**src/rtl/jtag_rbb_pkg.sv**
```systemverilog
// Shared constants, FSM state type and sizing helpers for the remote_bitbang engine.
package jtag_rbb_pkg;

  localparam logic [7:0] CH_WR0       = 8'h30;
  localparam logic [7:0] CH_RST0      = 8'h72;
  localparam logic [7:0] CH_READ      = 8'h52;
  localparam logic [7:0] CH_BLINK_ON  = 8'h42;
  localparam logic [7:0] CH_BLINK_OFF = 8'h62;
  localparam logic [7:0] CH_QUIT      = 8'h51;
  localparam logic [7:0] RESP_BASE    = 8'h30;

  typedef enum logic [1:0] {
    IDLE      = 2'd0,
    HOLD      = 2'd1,
    READ_WAIT = 2'd2
  } rbb_state_e;

  // The hold counter runs 0..n-1; keep at least one bit so HOLD_CYCLES=0/1 still elaborate.
  function automatic int unsigned hold_cnt_width(input int unsigned n);
    return (n < 2) ? 1 : $clog2(n);
  endfunction

endpackage

```
**src/rtl/jtag_rbb_fifo.sv**
```systemverilog
// Non-fall-through byte FIFO with synchronous reset and flush; head is visible while non-empty.
module jtag_rbb_fifo #(
  parameter int unsigned DEPTH = 16,
  parameter int unsigned WIDTH = 8
) (
  input  logic             clk_i,
  input  logic             rst_i,
  input  logic             flush_i,
  input  logic             push_i,
  input  logic [WIDTH-1:0] data_i,
  input  logic             pop_i,
  output logic [WIDTH-1:0] data_o,
  output logic             full_o,
  output logic             empty_o
);

  localparam int unsigned AW = $clog2(DEPTH);

  logic [WIDTH-1:0] mem [DEPTH];
  logic [AW-1:0]    wr_ptr;
  logic [AW-1:0]    rd_ptr;
  logic [AW:0]      count;
  logic             do_push;
  logic             do_pop;

  assign full_o  = (count == (AW+1)'(DEPTH));
  assign empty_o = (count == '0);
  assign do_push = push_i & ~full_o;
  assign do_pop  = pop_i & ~empty_o;
  assign data_o  = mem[rd_ptr];

  always_ff @(posedge clk_i) begin
    if (do_push) mem[wr_ptr] <= data_i;
  end

  always_ff @(posedge clk_i) begin
    if (rst_i || flush_i) begin
      wr_ptr <= '0;
      rd_ptr <= '0;
      count  <= '0;
    end else begin
      if (do_push) wr_ptr <= wr_ptr + AW'(1);
      if (do_pop)  rd_ptr <= rd_ptr + AW'(1);
      case ({do_push, do_pop})
        2'b10:   count <= count + (AW+1)'(1);
        2'b01:   count <= count - (AW+1)'(1);
        default: count <= count;
      endcase
    end
  end

endmodule

```
**src/rtl/jtag_rbb_engine.sv**
```systemverilog
// OpenOCD remote_bitbang command engine: buffered byte stream in, JTAG pins and ASCII TDO samples out.
module jtag_rbb_engine
  import jtag_rbb_pkg::*;
#(
  parameter int unsigned CMD_DEPTH   = 16,
  parameter int unsigned HOLD_CYCLES = 2,
  parameter int unsigned TDO_SYNC    = 2,
  parameter int unsigned ERR_W       = 8
) (
  input  logic             clk_i,
  input  logic             rst_i,
  input  logic             enable_i,
  input  logic [7:0]       rx_data_i,
  input  logic             rx_valid_i,
  output logic             rx_ready_o,
  output logic [7:0]       tx_data_o,
  output logic             tx_valid_o,
  input  logic             tx_ready_i,
  output logic             jtag_tck_o,
  output logic             jtag_tms_o,
  output logic             jtag_tdi_o,
  output logic             jtag_trst_o,
  output logic             jtag_srst_o,
  input  logic             jtag_tdo_i,
  output logic             blink_o,
  output logic             quit_o,
  output logic             busy_o,
  output logic [ERR_W-1:0] err_cnt_o
);

  localparam int unsigned HOLD_W = hold_cnt_width(HOLD_CYCLES);
  localparam logic [HOLD_W-1:0] HOLD_LAST = HOLD_W'((HOLD_CYCLES > 0) ? HOLD_CYCLES - 1 : 0);

  rbb_state_e       state;
  logic [HOLD_W-1:0] hold_cnt;

  logic [7:0] head;
  logic       fifo_full;
  logic       fifo_empty;
  logic       push;
  logic       pop;
  logic       tdo_s;

  logic       is_pin;
  logic       is_rst;
  logic [1:0] rst_v;

  logic             tck_q, tms_q, tdi_q, trst_q, srst_q;
  logic             blink_q, quit_q;
  logic [7:0]       tx_data_q;
  logic             tx_valid_q;
  logic [ERR_W-1:0] err_q;

  assign rx_ready_o = enable_i & ~fifo_full & ~rst_i;
  assign push       = rx_valid_i & rx_ready_o;
  assign pop        = enable_i & (state == IDLE) & ~fifo_empty;

  jtag_rbb_fifo #(
    .DEPTH (CMD_DEPTH),
    .WIDTH (8)
  ) u_fifo (
    .clk_i   (clk_i),
    .rst_i   (rst_i),
    .flush_i (~enable_i),
    .push_i  (push),
    .data_i  (rx_data_i),
    .pop_i   (pop),
    .data_o  (head),
    .full_o  (fifo_full),
    .empty_o (fifo_empty)
  );

  generate
    if (TDO_SYNC == 0) begin : g_tdo_direct
      assign tdo_s = jtag_tdo_i;
    end else begin : g_tdo_sync
      logic [TDO_SYNC-1:0] sync_q;
      always_ff @(posedge clk_i) begin
        if (rst_i) begin
          sync_q <= '0;
        end else begin
          sync_q[0] <= jtag_tdo_i;
          for (int unsigned i = 1; i < TDO_SYNC; i++) sync_q[i] <= sync_q[i-1];
        end
      end
      assign tdo_s = sync_q[TDO_SYNC-1];
    end
  endgenerate

  // Pin writes carry the value in the low three bits; reset writes are offset from 'r'.
  always_comb begin
    is_pin = (head >= CH_WR0) && (head <= (CH_WR0 + 8'd7));
    is_rst = (head >= CH_RST0) && (head <= (CH_RST0 + 8'd3));
    rst_v  = 2'(head - CH_RST0);
  end

  always_ff @(posedge clk_i) begin
    if (rst_i) begin
      state      <= IDLE;
      hold_cnt   <= '0;
      tck_q      <= 1'b0;
      tms_q      <= 1'b0;
      tdi_q      <= 1'b0;
      trst_q     <= 1'b0;
      srst_q     <= 1'b0;
      blink_q    <= 1'b0;
      quit_q     <= 1'b0;
      tx_data_q  <= '0;
      tx_valid_q <= 1'b0;
      err_q      <= '0;
    end else if (!enable_i) begin
      state      <= IDLE;
      hold_cnt   <= '0;
      tck_q      <= 1'b0;
      tms_q      <= 1'b0;
      tdi_q      <= 1'b0;
      trst_q     <= 1'b0;
      srst_q     <= 1'b0;
      blink_q    <= 1'b0;
      quit_q     <= 1'b0;
      tx_data_q  <= '0;
      tx_valid_q <= 1'b0;
    end else begin
      quit_q <= 1'b0;
      if (tx_valid_q && tx_ready_i) tx_valid_q <= 1'b0;
      unique case (state)
        IDLE: begin
          if (!fifo_empty) begin
            if (is_pin) begin
              {tck_q, tms_q, tdi_q} <= head[2:0];
              if (HOLD_CYCLES > 0) begin
                state    <= HOLD;
                hold_cnt <= '0;
              end
            end else if (is_rst) begin
              {trst_q, srst_q} <= rst_v;
            end else if (head == CH_BLINK_ON) begin
              blink_q <= 1'b1;
            end else if (head == CH_BLINK_OFF) begin
              blink_q <= 1'b0;
            end else if (head == CH_QUIT) begin
              quit_q <= 1'b1;
            end else if (head == CH_READ) begin
              if (!tx_valid_q) begin
                tx_data_q  <= RESP_BASE | {7'b0, tdo_s};
                tx_valid_q <= 1'b1;
              end else begin
                state <= READ_WAIT;
              end
            end else if (err_q != '1) begin
              err_q <= err_q + ERR_W'(1);
            end
          end
        end
        HOLD: begin
          if (hold_cnt == HOLD_LAST) state <= IDLE;
          else hold_cnt <= hold_cnt + HOLD_W'(1);
        end
        READ_WAIT: begin
          // A handshake and reload in the same cycle keeps tx_valid high with fresh data.
          if (!tx_valid_q || tx_ready_i) begin
            tx_data_q  <= RESP_BASE | {7'b0, tdo_s};
            tx_valid_q <= 1'b1;
            state      <= IDLE;
          end
        end
        default: state <= IDLE;
      endcase
    end
  end

  assign jtag_tck_o  = tck_q;
  assign jtag_tms_o  = tms_q;
  assign jtag_tdi_o  = tdi_q;
  assign jtag_trst_o = trst_q;
  assign jtag_srst_o = srst_q;
  assign blink_o     = blink_q;
  assign quit_o      = quit_q;
  assign tx_data_o   = tx_data_q;
  assign tx_valid_o  = tx_valid_q;
  assign err_cnt_o   = err_q;
  assign busy_o      = ~fifo_empty | (state != IDLE);

endmodule

```
**config.mk**
```make
export PLATFORM = sky130hd
export DESIGN_NAME = jtag_rbb_engine
export DESIGN_NICKNAME = d
export VERILOG_FILES = /design/src/rtl/jtag_rbb_pkg.sv /design/src/rtl/jtag_rbb_fifo.sv /design/src/rtl/jtag_rbb_engine.sv
export SDC_FILE = /design/constraint.sdc
export NUM_CORES = 1
export LEC_CHECK = 0
export CAP_MARGIN = 10
export CORE_AREA = 2 2 96 167
export CTS_CLUSTER_SIZE = 30
export DETAILED_ROUTE_END_ITERATION = 10
export DIE_AREA = 0 0 98 169
export PLACE_DENSITY = 0.77
export SETUP_SLACK_MARGIN = 0.4
export SLEW_MARGIN = 10
export SYNTH_ARGS = -nofsm -noshare
export SYNTH_HDL_FRONTEND = slang
export SYNTH_HIERARCHICAL = 1
export SYNTH_SLANG_ARGS = --single-unit
export TNS_END_PERCENT = 20
```
**constraint.sdc**
```tcl
create_clock -name clk_i -period 3.93 [get_ports clk_i]
set_input_delay 0.786 -clock clk_i [delete_from_list [all_inputs] [get_ports clk_i]]
set_output_delay 0.786 -clock clk_i [all_outputs]
set_load 0.1 [all_outputs]
```
==> results by group <==
Timing
  • Slew margin rel.: 32.6%
  • Final Hold Fails: 0
  • # setup viols final: 0
  • Final Cycle Share: 86.8%
  • Achievable frequency: 293 MHz
  • Pins Over Slew Limit: 0
  • Tmin final: 3410 ps
  • RSZ-0062 raised after global routing: yes
  • Worst Max-Slew Pin Slew: 1010 ps
  • Clk_skew: 22.8 ps
  • Setup TNS: 0 ps

Final layout
  • Layout cell share with drive strength beyond 1: 17.2%
  • Final Non-Filler Cells: 687
  • Diodes inserted: 0
  • Reg area: 0.00465 mm2
  • Final-stage net count: 510
  • Design area: 0.00836 mm2
  • Final Util: 54.9%
  • # fillers: 1,155
  • Multi-input gate area: 0.00230 mm2
  • Area grow syn2layout: 17.5%

Yosys
  • Syn Area/Cell: 16.3 um2
  • Yosys top cell by area: edfxtp_1
  • Area of the mapped netlist: 0.00712 mm2
  • Dominant synthesized flop cell: edfxtp_1
  • Post-synth EDFFs: 128
  • Synth Warn #: 6
  • Synth async-reset ratio: 0%
  • Top cell type's share of synthesized area: 54.0%
  • Most common cell in the netlist: edfxtp_1
  • Sequential share of the synthesized area: 65.3%
  • Synth cell types: 56
  • Post-synth top cells: edfxtp_1, nor2_1, dfxtp_1
  • Syn Inst Count: 437
  • Top cells by area, synth: edfxtp_1, dfxtp_1, mux4_1, mux4_2, nor2_1
  • Yosys reg bits: 168

Detailed routing
  • Routed vias: 3,855
  • Post-route DRC: 0
  • Pre-Repair DR Iteration Count: 4
  • Antenna-violating nets left: 0
  • Drt via density: 5.61
  • Detailed Route Iter0 Violations: 289
  • Drt wl/cell: 20.2 um
  • Post-Route WL: 13,900 um

Floorplan
  • Die Area: 0.0166 mm2
  • Top Ports: 40
  • Standard-cell rows: 60
  • Core area: 0.0152 mm2
  • Die X: 98 um
  • Initial Util: 46.7%
  • Die height: 169 um

Clocking
  • Num Clock Sinks: 168
  • H-Tree Depth: 4
  • Clock Latency Late Sink: 430 ps
  • CTS tree: done
  • Postcts setup bufs: 0
  • Num CTS Buffers: 17
  • Max clock buf depth: 2
  • Clock-pin slew on the worst setup and hold paths: 70 ps
  • Clock Root Buffer: clkbuf_16

Global routing
  • Largest net degree at the start of global routing: 33
  • First-pass GRT wire length: 22,200 um
  • Total GRT Usage: 17.7%
  • Vias in the first global route: 3,982
  • Initial antenna violation count: 0
  • Grt ovf: 0

Power and ir drop
  • Psw: 844 uW
  • Sequential power share: 52.3%
  • Lkg Pwr: 2.74 nW
  • Comb power frac: 2.8%
  • VDD IR-drop max: 0.000259 V
  • Clock share of power: 44.9%
  • Internal: 2.81 mW
  • P per Cell Area: 437 mW/mm2
  • Net Sw Frac: 23.1%

Setup path
  • CP Buf/Inv Count: 1
  • Delay-heaviest family, CP: multiplexers
  • Reg2reg path depth: 8
  • RR Endpoint: err_cnt_o[2]
  • CP Data Required Time: 4260 ps
  • Worst Path Max Fanout: 32
  • Crit path cell chain: buf_12, mux4_1, mux4_2, or4b_1, or3_1, nand4_4, o21ai_0, a21oi_1
  • Critical Path Source Type: flip-flop
  • Slowest cell delay on critical path: 640 ps
  • Critical path depth in cells: 8
  • Endpoint class of the critical path: flip-flop
  • Worst path slowest cell: mux4_1
  • Type of the worst setup path: reg2reg
  • Worst reg2reg setup slack: 520 ps
  • Setup crit end: err_cnt_o[2]
  • Worst Path Arrival: 3750 ps

Hold path
  • HP Class: reg2reg

Outcome
  • Status: finished, final reports clean

Place
  • Post-DP HPWL: 9320 um
  • RePlAce Congestion: 0.793
  • Port Buffer Count: 34
  • Placed cell count: 655
  • DP Area: 0.00774 mm2

Run
  • Max Cap Violations: 0
-- kinds of logic (layout without fill, tap and decap cells) --
| family | after synthesis | in the layout | share of synthesized area (%) |
|---|---|---|---|
| AO/OA/AOI/OAI | 33 | 33 | 3.45 |
| other | 1 | 5 | 0.0527 |
| XOR/XNOR | 12 | 12 | 1.48 |
| AND/OR/NAND/NOR | 127 | 127 | 9.71 |
| flip-flops | 168 | 168 | 65.3 |
| buffers and inverters | 38 | 98 | 3.08 |
| multiplexers | 50 | 50 | 15.6 |
| adder cells (fa/ha/maj) | 8 | 8 | 1.41 |
-- worst min path at each step --
| stage | slack [ps] | depth (start not counted) | endpoint | from |
|---|---|---|---|---|
| after floorplan | 410 | 1 | g_tdo_sync.sync_q[1] | g_tdo_sync.sync_q[0] |
| after global placement | 440 | 1 | g_tdo_sync.sync_q[1] | g_tdo_sync.sync_q[0] |
| after detailed placement | 440 | 1 | g_tdo_sync.sync_q[1] | g_tdo_sync.sync_q[0] |
| after CTS | 460 | 1 | g_tdo_sync.sync_q[1] | g_tdo_sync.sync_q[0] |
| after global routing | 480 | 1 | g_tdo_sync.sync_q[1] | g_tdo_sync.sync_q[0] |
| final | 450 | 1 | g_tdo_sync.sync_q[1] | g_tdo_sync.sync_q[0] |
-- state kept, by name (all words and copies together), names as in the netlist, 2 cells and up, named ones only --
name / count
u_fifo/mem: 128
err_cnt_o: 8
u_fifo/count: 5
u_fifo/rd_ptr: 4
u_fifo/wr_ptr: 4
g_tdo_sync.sync_q: 2
state: 2
tx_data_o: 2
-- power groups by stage --
stage / Clock (mW) / Sequential, mW / Combinational, mW
after floorplan: 0 / 1.95 / 0.0604
after global placement: 0 / 1.95 / 0.0981
after detailed placement: 0 / 1.95 / 0.102
after CTS: 1.68 / 1.91 / 0.103
after global routing: 1.76 / 1.91 / 0.110
final: 1.64 / 1.91 / 0.102
-- layout make-up --
type                       count  share of cell area, %
sequential                   168                   55.6
multi-input combinational    235                   27.5
timing repair buffer          56                   6.29
clock buffer                  17                   5.09
tap                          186                   2.78
clock inverter                15                   2.35
inverter                      10                  0.449
-- worst reg2reg max path, stage by stage, from the launching register on --
cell     delay, ps
dfxtp_1        370
buf_12         250
mux4_1         660
mux4_2         560
or4b_1         560
or3_1          470
nand4_4        170
o21ai_0        100
a21oi_1        200
-- per-layer routing --
| metal | routed length, um | GRT usage, % | part of all wire (%) | vias to the layer above |
|---|---|---|---|---|
| li1 | - | - | - | 1806 |
| met1 | 4960 | 18.8 | 36 | 1949 |
| met2 | 8280 | 33.9 | 60 | 86 |
| met3 | 409 | 3.88 | 2.9 | 14 |
| met4 | 240 | 6.16 | 1.7 | 0 |
| met5 | 0 | 0 | 0 | - |
-- metrics by stage --
stage | setup slack (ps) | power [mW] | hold slack, ps
after detailed placement | 218 | 2.05 | 441
final | 518 | 3.66 | 446
after CTS | 522 | 3.69 | 457
after global routing | 396 | 3.78 | 475
after global placement | 337 | 2.05 | 442
after floorplan | 404 | 2.01 | 414
-- repair_timing --
item / 4_1_cts / 5_1_grt
resized for setup: 0 / 1
endpoints found under the setup margin: 0 / 2
hold endpoints to repair: 0 / 0
hold buffers: 0 / 0
-- cell usage in the layout (no fill, tap or decap), drive strengths merged, types with 3 or more instances in the layout --
cell type	count
xnor2	4
a21oi	8
a211oi	3
ha	8
nand2b	7
clkinv	8
nand4	5
buf	24
conb	5
nand2	14
edfxtp	128
nor2b	6
inv	17
mux2i	9
xor2	8
nand3	7
nor4b	3
mux4	40
and2	3
or3	4
clkbuf	17
nor2	46
o21ai	7
dfxtp	40
nor3b	3
nor3	14
clkdlybuf4s50	32
Note: power is estimated with default switching activity, not from simulation.
